==> src/rtl/iir1_tdm_filter.sv <==
`default_nettype none
// ============================================================================
// Module   : iir1_tdm_filter
// Purpose  : Time-multiplexed multi-channel first-order IIR section.
//            Per channel: y[n] = x[n] - x[n-1] - ((a1*y[n-1]) >>> COEF_FRAC),
//            with per-channel coefficient file, optional truncated product
//            (approximate mode) and output saturation to DATA_W bits.
// Ports    : clk, reset          - clock, synchronous active-high reset
//            in_valid/in_ready   - input stream handshake
//            in_ch, x_in         - input channel and signed sample
//            approx_en           - captured with each accepted sample
//            cfg_we/cfg_clr      - write a1 / clear state for cfg_ch
//            cfg_ch, cfg_a1      - config channel and coefficient
//            out_valid/out_ready - output stream handshake
//            out_ch, y_out       - output channel and filtered sample
//            sat_flag            - sticky saturation indicator
// Revision : 1.0 - initial release
// ============================================================================
module iir1_tdm_filter #(
    parameter int DATA_W     = 32,
    parameter int COEF_W     = 11,
    parameter int COEF_FRAC  = 10,
    parameter int CHANNELS   = 4,
    parameter int TRUNC_BITS = 12,
    localparam int CH_W      = (CHANNELS > 1) ? $clog2(CHANNELS) : 1
) (
    input  logic                     clk,
    input  logic                     reset,
    input  logic                     in_valid,
    output logic                     in_ready,
    input  logic [CH_W-1:0]          in_ch,
    input  logic signed [DATA_W-1:0] x_in,
    input  logic                     approx_en,
    input  logic                     cfg_we,
    input  logic                     cfg_clr,
    input  logic [CH_W-1:0]          cfg_ch,
    input  logic signed [COEF_W-1:0] cfg_a1,
    output logic                     out_valid,
    input  logic                     out_ready,
    output logic [CH_W-1:0]          out_ch,
    output logic signed [DATA_W-1:0] y_out,
    output logic                     sat_flag
);

    localparam int PW = DATA_W + COEF_W;   // exact product width
    localparam int SW = PW + 2;            // difference width, no overflow possible

    localparam logic [PW-1:0] PROD_ONE   = PW'(1);
    localparam logic [PW-1:0] TRUNC_MASK = ~((PROD_ONE << TRUNC_BITS) - PROD_ONE);

    localparam logic signed [SW-1:0] Y_MAX = {{(SW-DATA_W+1){1'b0}}, {(DATA_W-1){1'b1}}};
    localparam logic signed [SW-1:0] Y_MIN = {{(SW-DATA_W+1){1'b1}}, {(DATA_W-1){1'b0}}};

    localparam logic signed [DATA_W-1:0] OUT_MAX = {1'b0, {(DATA_W-1){1'b1}}};
    localparam logic signed [DATA_W-1:0] OUT_MIN = {1'b1, {(DATA_W-1){1'b0}}};

    // Per-channel state and coefficient file
    logic signed [DATA_W-1:0] x_prev_q [CHANNELS];
    logic signed [DATA_W-1:0] y_prev_q [CHANNELS];
    logic signed [COEF_W-1:0] a1_q     [CHANNELS];

    // S1 operand stage
    logic                     s1_valid_q;
    logic signed [DATA_W-1:0] s1_x_q;
    logic [CH_W-1:0]          s1_ch_q;
    logic signed [COEF_W-1:0] s1_a1_q;
    logic                     s1_approx_q;

    // OUT result stage
    logic                     out_valid_q;
    logic [CH_W-1:0]          out_ch_q;
    logic signed [DATA_W-1:0] y_out_q;
    logic                     sat_flag_q;

    logic                     en;
    logic signed [COEF_W-1:0] a1_rd;
    logic signed [DATA_W-1:0] x_prev_rd;
    logic signed [DATA_W-1:0] y_prev_rd;
    logic signed [PW-1:0]     a1_ext;
    logic signed [PW-1:0]     y_prev_ext;
    logic signed [PW-1:0]     prod;
    logic signed [PW-1:0]     prod_m;
    logic signed [PW-1:0]     fb;
    logic signed [SW-1:0]     sum;
    logic signed [DATA_W-1:0] y_d;
    logic                     sat_d;

    // Whole pipeline advances unless a held output is being backpressured.
    assign en       = !out_valid_q || out_ready;
    assign in_ready = en;

    // Coefficient lookup for the incoming sample. Indices outside the
    // channel range match nothing and read as zero.
    always_comb begin
        a1_rd = '0;
        for (int i = 0; i < CHANNELS; i++) begin
            if (in_ch == CH_W'(i)) begin
                a1_rd = a1_q[i];
            end
        end
    end

    // State lookup for the sample in S1. Out-of-range channels see zero
    // state and a zero coefficient, so they pass x straight through.
    always_comb begin
        x_prev_rd = '0;
        y_prev_rd = '0;
        for (int i = 0; i < CHANNELS; i++) begin
            if (s1_ch_q == CH_W'(i)) begin
                x_prev_rd = x_prev_q[i];
                y_prev_rd = y_prev_q[i];
            end
        end
    end

    // Feedback product, optional truncation, arithmetic scaling
    assign a1_ext     = {{DATA_W{s1_a1_q[COEF_W-1]}}, s1_a1_q};
    assign y_prev_ext = {{COEF_W{y_prev_rd[DATA_W-1]}}, y_prev_rd};
    assign prod       = a1_ext * y_prev_ext;
    assign prod_m     = s1_approx_q ? $signed(prod & TRUNC_MASK) : prod;
    assign fb         = prod_m >>> COEF_FRAC;

    assign sum = {{(SW-DATA_W){s1_x_q[DATA_W-1]}}, s1_x_q}
               - {{(SW-DATA_W){x_prev_rd[DATA_W-1]}}, x_prev_rd}
               - {{(SW-PW){fb[PW-1]}}, fb};

    assign sat_d = (sum > Y_MAX) || (sum < Y_MIN);

    always_comb begin
        y_d = sum[DATA_W-1:0];
        if (sat_d) begin
            y_d = sum[SW-1] ? OUT_MIN : OUT_MAX;
        end
    end

    always_ff @(posedge clk) begin
        if (reset) begin
            s1_valid_q  <= 1'b0;
            s1_x_q      <= '0;
            s1_ch_q     <= '0;
            s1_a1_q     <= '0;
            s1_approx_q <= 1'b0;
            out_valid_q <= 1'b0;
            out_ch_q    <= '0;
            y_out_q     <= '0;
            sat_flag_q  <= 1'b0;
            for (int i = 0; i < CHANNELS; i++) begin
                x_prev_q[i] <= '0;
                y_prev_q[i] <= '0;
                a1_q[i]     <= '0;
            end
        end else begin
            if (en) begin
                // a1_q is read before any same-edge cfg write lands
                s1_valid_q <= in_valid;
                if (in_valid) begin
                    s1_x_q      <= x_in;
                    s1_ch_q     <= in_ch;
                    s1_a1_q     <= a1_rd;
                    s1_approx_q <= approx_en;
                end

                out_valid_q <= s1_valid_q;
                if (s1_valid_q) begin
                    y_out_q    <= y_d;
                    out_ch_q   <= s1_ch_q;
                    sat_flag_q <= sat_flag_q | sat_d;
                end
            end

            for (int i = 0; i < CHANNELS; i++) begin
                // Write-back coincides with the next sample entering S1,
                // so same-channel back-to-back samples need no forwarding.
                if (en && s1_valid_q && (s1_ch_q == CH_W'(i))) begin
                    x_prev_q[i] <= s1_x_q;
                    y_prev_q[i] <= y_d;
                end
                // Placed after the write-back so a coincident clear wins.
                if (cfg_clr && (cfg_ch == CH_W'(i))) begin
                    x_prev_q[i] <= '0;
                    y_prev_q[i] <= '0;
                end
                if (cfg_we && (cfg_ch == CH_W'(i))) begin
                    a1_q[i] <= cfg_a1;
                end
            end
        end
    end

    assign out_valid = out_valid_q;
    assign out_ch    = out_ch_q;
    assign y_out     = y_out_q;
    assign sat_flag  = sat_flag_q;

endmodule
`default_nettype wire
==> config.mk <==
export PLATFORM = sky130hd
export DESIGN_NAME = iir1_tdm_filter
export DESIGN_NICKNAME = d
export VERILOG_FILES = /design/src/rtl/iir1_tdm_filter.sv
export SDC_FILE = /design/constraint.sdc
export NUM_CORES = 2
export LEC_CHECK = 0
export ABC_AREA = 1
export CAP_MARGIN = 20
export CORE_MARGIN = 3
export CORE_UTILIZATION = 35
export CTS_CLUSTER_DIAMETER = 40
export DETAILED_ROUTE_END_ITERATION = 16
export HOLD_SLACK_MARGIN = 0.12
export SETUP_SLACK_MARGIN = 0.2
export SLEW_MARGIN = 10
export SYNTH_ARGS = -nofsm -noshare
export SYNTH_HDL_FRONTEND = slang
export SYNTH_SLANG_ARGS = --single-unit
==> constraint.sdc <==
create_clock -name clk -period 13.65 [get_ports clk]
set_clock_uncertainty 0.1 [all_clocks]
set_input_delay 1.365 -clock clk [delete_from_list [all_inputs] [get_ports clk]]
set_output_delay 1.365 -clock clk [all_outputs]
set_load 0.005 [all_outputs]
# Yosys cells after proc, flatten, opt, wreduce, memory -nomap -nowiden

Memory sizes are Yosys's and may differ from the RTL's.
Cells that the tools add are included.

Bits in registers: 83
RAM bits: 300
Input port bits: 54
Word-level logic and storage cells: 141
Memories: 3

Memory list:

| name     | depth | width | read ports | clocked after memory_dff | wr ports | line | text |
|---|---|---|---|---|---|---|---|
| x_prev_q | 4     | 32    | 4          | 0                        | 4        | 58   | `logic signed [DATA_W-1:0] x_prev_q [CHANNELS];` |
| y_prev_q | 4     | 32    | 4          | 0                        | 4        | 59   | `logic signed [DATA_W-1:0] y_prev_q [CHANNELS];` |
| a1_q     | 4     | 11    | 4          | 0                        | 4        | 60   | `logic signed [COEF_W-1:0] a1_q [CHANNELS];` |

$add $sub $neg: 2
Multiply operators: 1
$lt $le $gt $ge: 2
Equality and inequality tests: 9
Muxes and demuxes: 73
Bitwise gates (word level): 21
Reductions and logical operators: 21

Operator list:

| operator                                                                          | number |
|---|---|
| 32-bit 2-to-1 mux                                                                 | 26 |
| 11-bit 2-to-1 mux                                                                 | 8 |
| 11-bit by 32-bit multiplier with 43-bit output                                    | 1 |
| 1-bit 2-to-1 mux                                                                  | 38 |
| 34-bit by 32-bit greater-than comparator with 1-bit output, second input constant | 1 |
| 34-bit by 32-bit < comparator with 1-bit output, second input constant            | 1 |
| 33-bit by 33-bit subtractor with 34-bit output                                    | 1 |
| 32-bit by 32-bit subtractor with 33-bit output                                    | 1 |
| 1-bit OR                                                                          | 21 |
| 1-bit logical AND                                                                 | 13 |
| 2-bit equality test, second input constant                                        | 6 |
| 12-bit 2-to-1 mux                                                                 | 1 |
| 2-bit by 1-bit equality test with 1-bit output, second input constant             | 3 |
| 2-bit logical NOT                                                                 | 3 |
| 2-bit AND reduction                                                               | 2 |
| 1-bit logical OR                                                                  | 2 |
| 1-bit logical NOT                                                                 | 1 |

# Depth between registers and ports, before layout

Depth in word-level cells: 13
Mapped depth: 53
Depth with buffers taken out: 50

# Least setup slack after synthesis

OpenSTA, ideal clock, no wires.

Path kind: register to register
From: register s1_ch_q[0]
To: memory y_prev_q[0][14] (data pin)
Setup time: 0.266 ns
Arrival time: 7.833 ns
Required time: 13.284 ns
Setup slack: 5.451 ns
Stages on the path, launching flop included: 43
Clock period less this slack: 8.199 ns
Cell sequence: dfxtp_1 > nor2_1 > inv_1 > clkbuf_1 > o221ai_1 > o21ai_1 > inv_1 > nor2_1 > fa_1 > inv_1 > fa_1 > inv_1 > fa_1 > fa_1 > inv_1 > fa_1 > inv_1 > ha_1 > [... 7 more ...] > nand2_1 > xor2_1 > fa_1 > inv_1 > ha_1 > nand2_1 > inv_1 > a21oi_1 > nand2_1 > a21oi_1 > nand2_1 > nand2_1 > nand2_2 > o21ai_4 > inv_2 > buf_6 > a21oi_4 > nor2_1

RTL lines:

| item                   | line | text |
|---|---|---|
| from (decl)            | 65   | `logic [CH_W-1:0] s1_ch_q;` |
| from (signal assigned) | 158  | `s1_ch_q <= in_ch;` |
| to (decl)              | 59   |  |

==> results.ini <==
[grt]
grt_pass1_vias = 24700
antenna_found_initial = 0
grt_util_all_layers = 0.208
grt_max_degree = 68
overflow = 0
grt_pass1_wl_um = 146000

[status]
status = finished clean

[finish]
n_fill_cell = 8872
antenna_cells = 0
areaGrowthSynthToFinish_pct = 12.9
final_nets = 4179
finalInstanceArea_um2 = 35000
drive_gt1_frac = 0.0531
finish.utilization = 0.400

[synthesis]
synth_area_um2 = 31000
synth_edf_count = 300
avgSynthCellArea_um2 = 8.58
netlist_instances = 3611
synth_cell_types = 49
dominantRegCellSynth = edfxtp_1
synth-compound-area-share = 0.0787
synth_seq_cells = 383
synth-xor-area-share = 0.0187
seq_area_frac_synth = 0.345
synth-simple-area-share = 0.187
syn_nets = 4124
synth_top_family_by_area = adder cells
synth_async_sr_flop_share = 0
synth-adder-area-share = 0.267
ys_warn_count = 0
muxShareOfSynthArea = 0

[clock_network]
clockBufferDepth = 3
path_clk_slew_ps = 60
cts_resized = 0
cts_buffers = 50
numClockSinks = 383
hold_buffers = 0
clk_latency_ps = 610
htreeDepth = 2
cts_tree = built
cts_setup_buffers = 0
root_buffer = clkbuf_16

[setup_path]
cp_data_arrival_time_ps = 11620
crit_family = adder cells
cp-end-kind = flip-flop
cp_max_fo = 52
path_buf_inv = 10
critical_path_class = flip-flop to flip-flop
rr_startpoint = s1_ch_q[1]
r2r_slack_ps = 2250
r2r-end = y_prev_q[1][28]
start_kind = flip-flop
crit_top_cell = nand2_1
cp.required_ps = 13870
slowest_stage = dfxtp_1
cp_slowest_stage_delay_ps = 700
reg2reg_depth = 42

[detailed_routing]
via_per_inst = 4.99
totalWireLength_um = 94800
drc = 0
drt-initial-drc-count = 1975
vias = 24300
drt_pass1_iterations = 5
wire_per_inst_um = 19.5
drtAntennaViolNets = 0

[timing]
setup_viol = 0
rsz0062_at_grt = no
final_hold_viol_count = 0
fin_ws_ps = 2250
slew_headroom = 0.212
slew_viol_final = 0
setup_tns_ps = 0
period_needed_ps = 11400
fmax_ghz = 0.0877
worstMarginPinSlew_ps = 1170
finalCritPeriodShare = 0.835

[placement]
io_buffers = 90
dp_hpwl_um = 70900
placed_area_um2 = 33100
place_congestion = 0.978
place_ws_ps = 2310

[floorplan]
dieArea_um2 = 92100
fp.dieW_um = 303
initial_core_util = 0.355
die_y_um = 303
core_region_area_um2 = 87300
ioPinCount = 91
rows = 108

[min_path]
worstHoldStart = s1_valid_q
holdPathEnd = s1_valid_q
whs_path_depth = 2
hp-class = flip-flop to flip-flop

[run]
drv_cap = 0

-- worst max-delay path by stage --
| stage | slack, ps | cells after the start | endpoint | from |
|---|---|---|---|---|
| after floorplan | 5450 | 42 | y_prev_q[0][14] | s1_ch_q[0] |
| after global placement | 2410 | 42 | y_prev_q[1][26] | s1_ch_q[1] |
| after detailed placement | 2310 | 42 | y_prev_q[1][28] | s1_ch_q[1] |
| after CTS | 2280 | 42 | y_prev_q[1][30] | s1_ch_q[1] |
| after global routing | 1500 | 42 | y_prev_q[1][26] | s1_ch_q[1] |
| final | 2250 | 42 | y_prev_q[1][28] | s1_ch_q[1] |
-- synthesized netlist by cell type, types with 3 or more instances --
master    instances  area, um2
inv_1           701       2630
nand2_1         666       2500
nor2_1          655       2460
fa_1            338       6770
edfxtp_1        300       9010
a21oi_1         153        766
ha_1            121       1510
clkbuf_1        116        435
o21ai_0          89        445
dfxtp_1          83       1660
nand3_1          79        395
xor2_1           47        412
nand4_1          34        213
o221ai_1         29        254
o21ai_1          27        135
xnor2_1          19        166
a21oi_2          13        114
a221oi_1         12        105
a31oi_1          12       75.1
a21oi_4          10        163
nor3_1           10       50.1
buf_1             9       33.8
nand2_2           9       56.3
o21bai_1          9       67.6
a22o_1            8       70.1
a41oi_1           8       70.1
buf_6             6       67.6
o211ai_1          6       45.0
a21o_1            5       37.5
o21a_1            5       37.5
inv_2             4       15.0
nor4_1            4       25.0
clkinv_1          3       11.3
nor2_2            3       18.8
-- cell families (layout without fill, tap and decap cells) --
kind of cell | count (synthesis) | after routing
and+or+nand+nor | 1468 | 1468
buffers and inverters | 843 | 939
adders and majority gates | 459 | 459
AOI/OAI and AO/OA | 392 | 392
xor gates and xnor gates | 66 | 66
DFF | 383 | 383
-- stage by stage --
step	instances	hold slack [ps]
after global placement	4763	353
after floorplan	3611	343
after global routing	4862	409
final	4862	371
after CTS	4856	372
after detailed placement	4763	362
-- tightest hold or removal path, delay by kind of cell (launching register included) --
family          cells  cell delay [ps]
flops               1              310
simple gates        1               60
compound gates      1               50
-- routing by layer --
metal  GRT usage  vias to the layer above  wire (um)
li1            -                    11300          -
met1       0.267                    11900      38600
met2       0.343                      878      44500
met3      0.0340                      171       6560
met4      0.0987                        0       5090
met5           0                        -          0
-- cell type report --
class,count,area [um2],share of cell area
clock buffer,56,1280,0.0367
clock inverter,37,469,0.0134
inverter,708,2660,0.0760
multi-input combinational,2385,17200,0.491
sequential,383,10700,0.305
tap,1155,1450,0.0413
timing repair buffer,138,1280,0.0366
-- sequential cells by signal (all words and copies together) (netlist names), 2 cells and up --
name	count
s1_a1_q	11
y_prev_q	128
s1_ch_q	2
s1_x_q	32
x_prev_q	128
y_out	32
out_ch	2
a1_q	44
-- placed cells by master (no fill, tap or decap), types with 7 or more instances in the layout --
cell type,netlist,routed
inv_1,701,699
nand2_2,9,11
dfxtp_1,83,81
inv_6,0,11
nand4_1,34,34
clkbuf_16,0,50
o21bai_1,9,9
nand2_1,666,664
clkdlybuf4s50_1,0,89
nand3_1,79,75
nor2_1,655,651
a21oi_1,153,153
xnor2_1,19,19
a41oi_1,8,8
a21oi_4,10,10
a21oi_2,13,13
fa_1,338,338
o21ai_0,89,84
ha_1,121,121
xor2_1,47,47
clkinvlp_4,0,7
a221oi_1,12,12
edfxtp_1,300,300
nor3_1,10,10
a31oi_1,12,12
o221ai_1,29,29
a22o_1,8,8
buf_4,2,45
o21ai_1,27,29
Power is left out: the tool's default activity adds up to more than one toggle a clock period on the data nets, which glitch-free logic cannot reach.
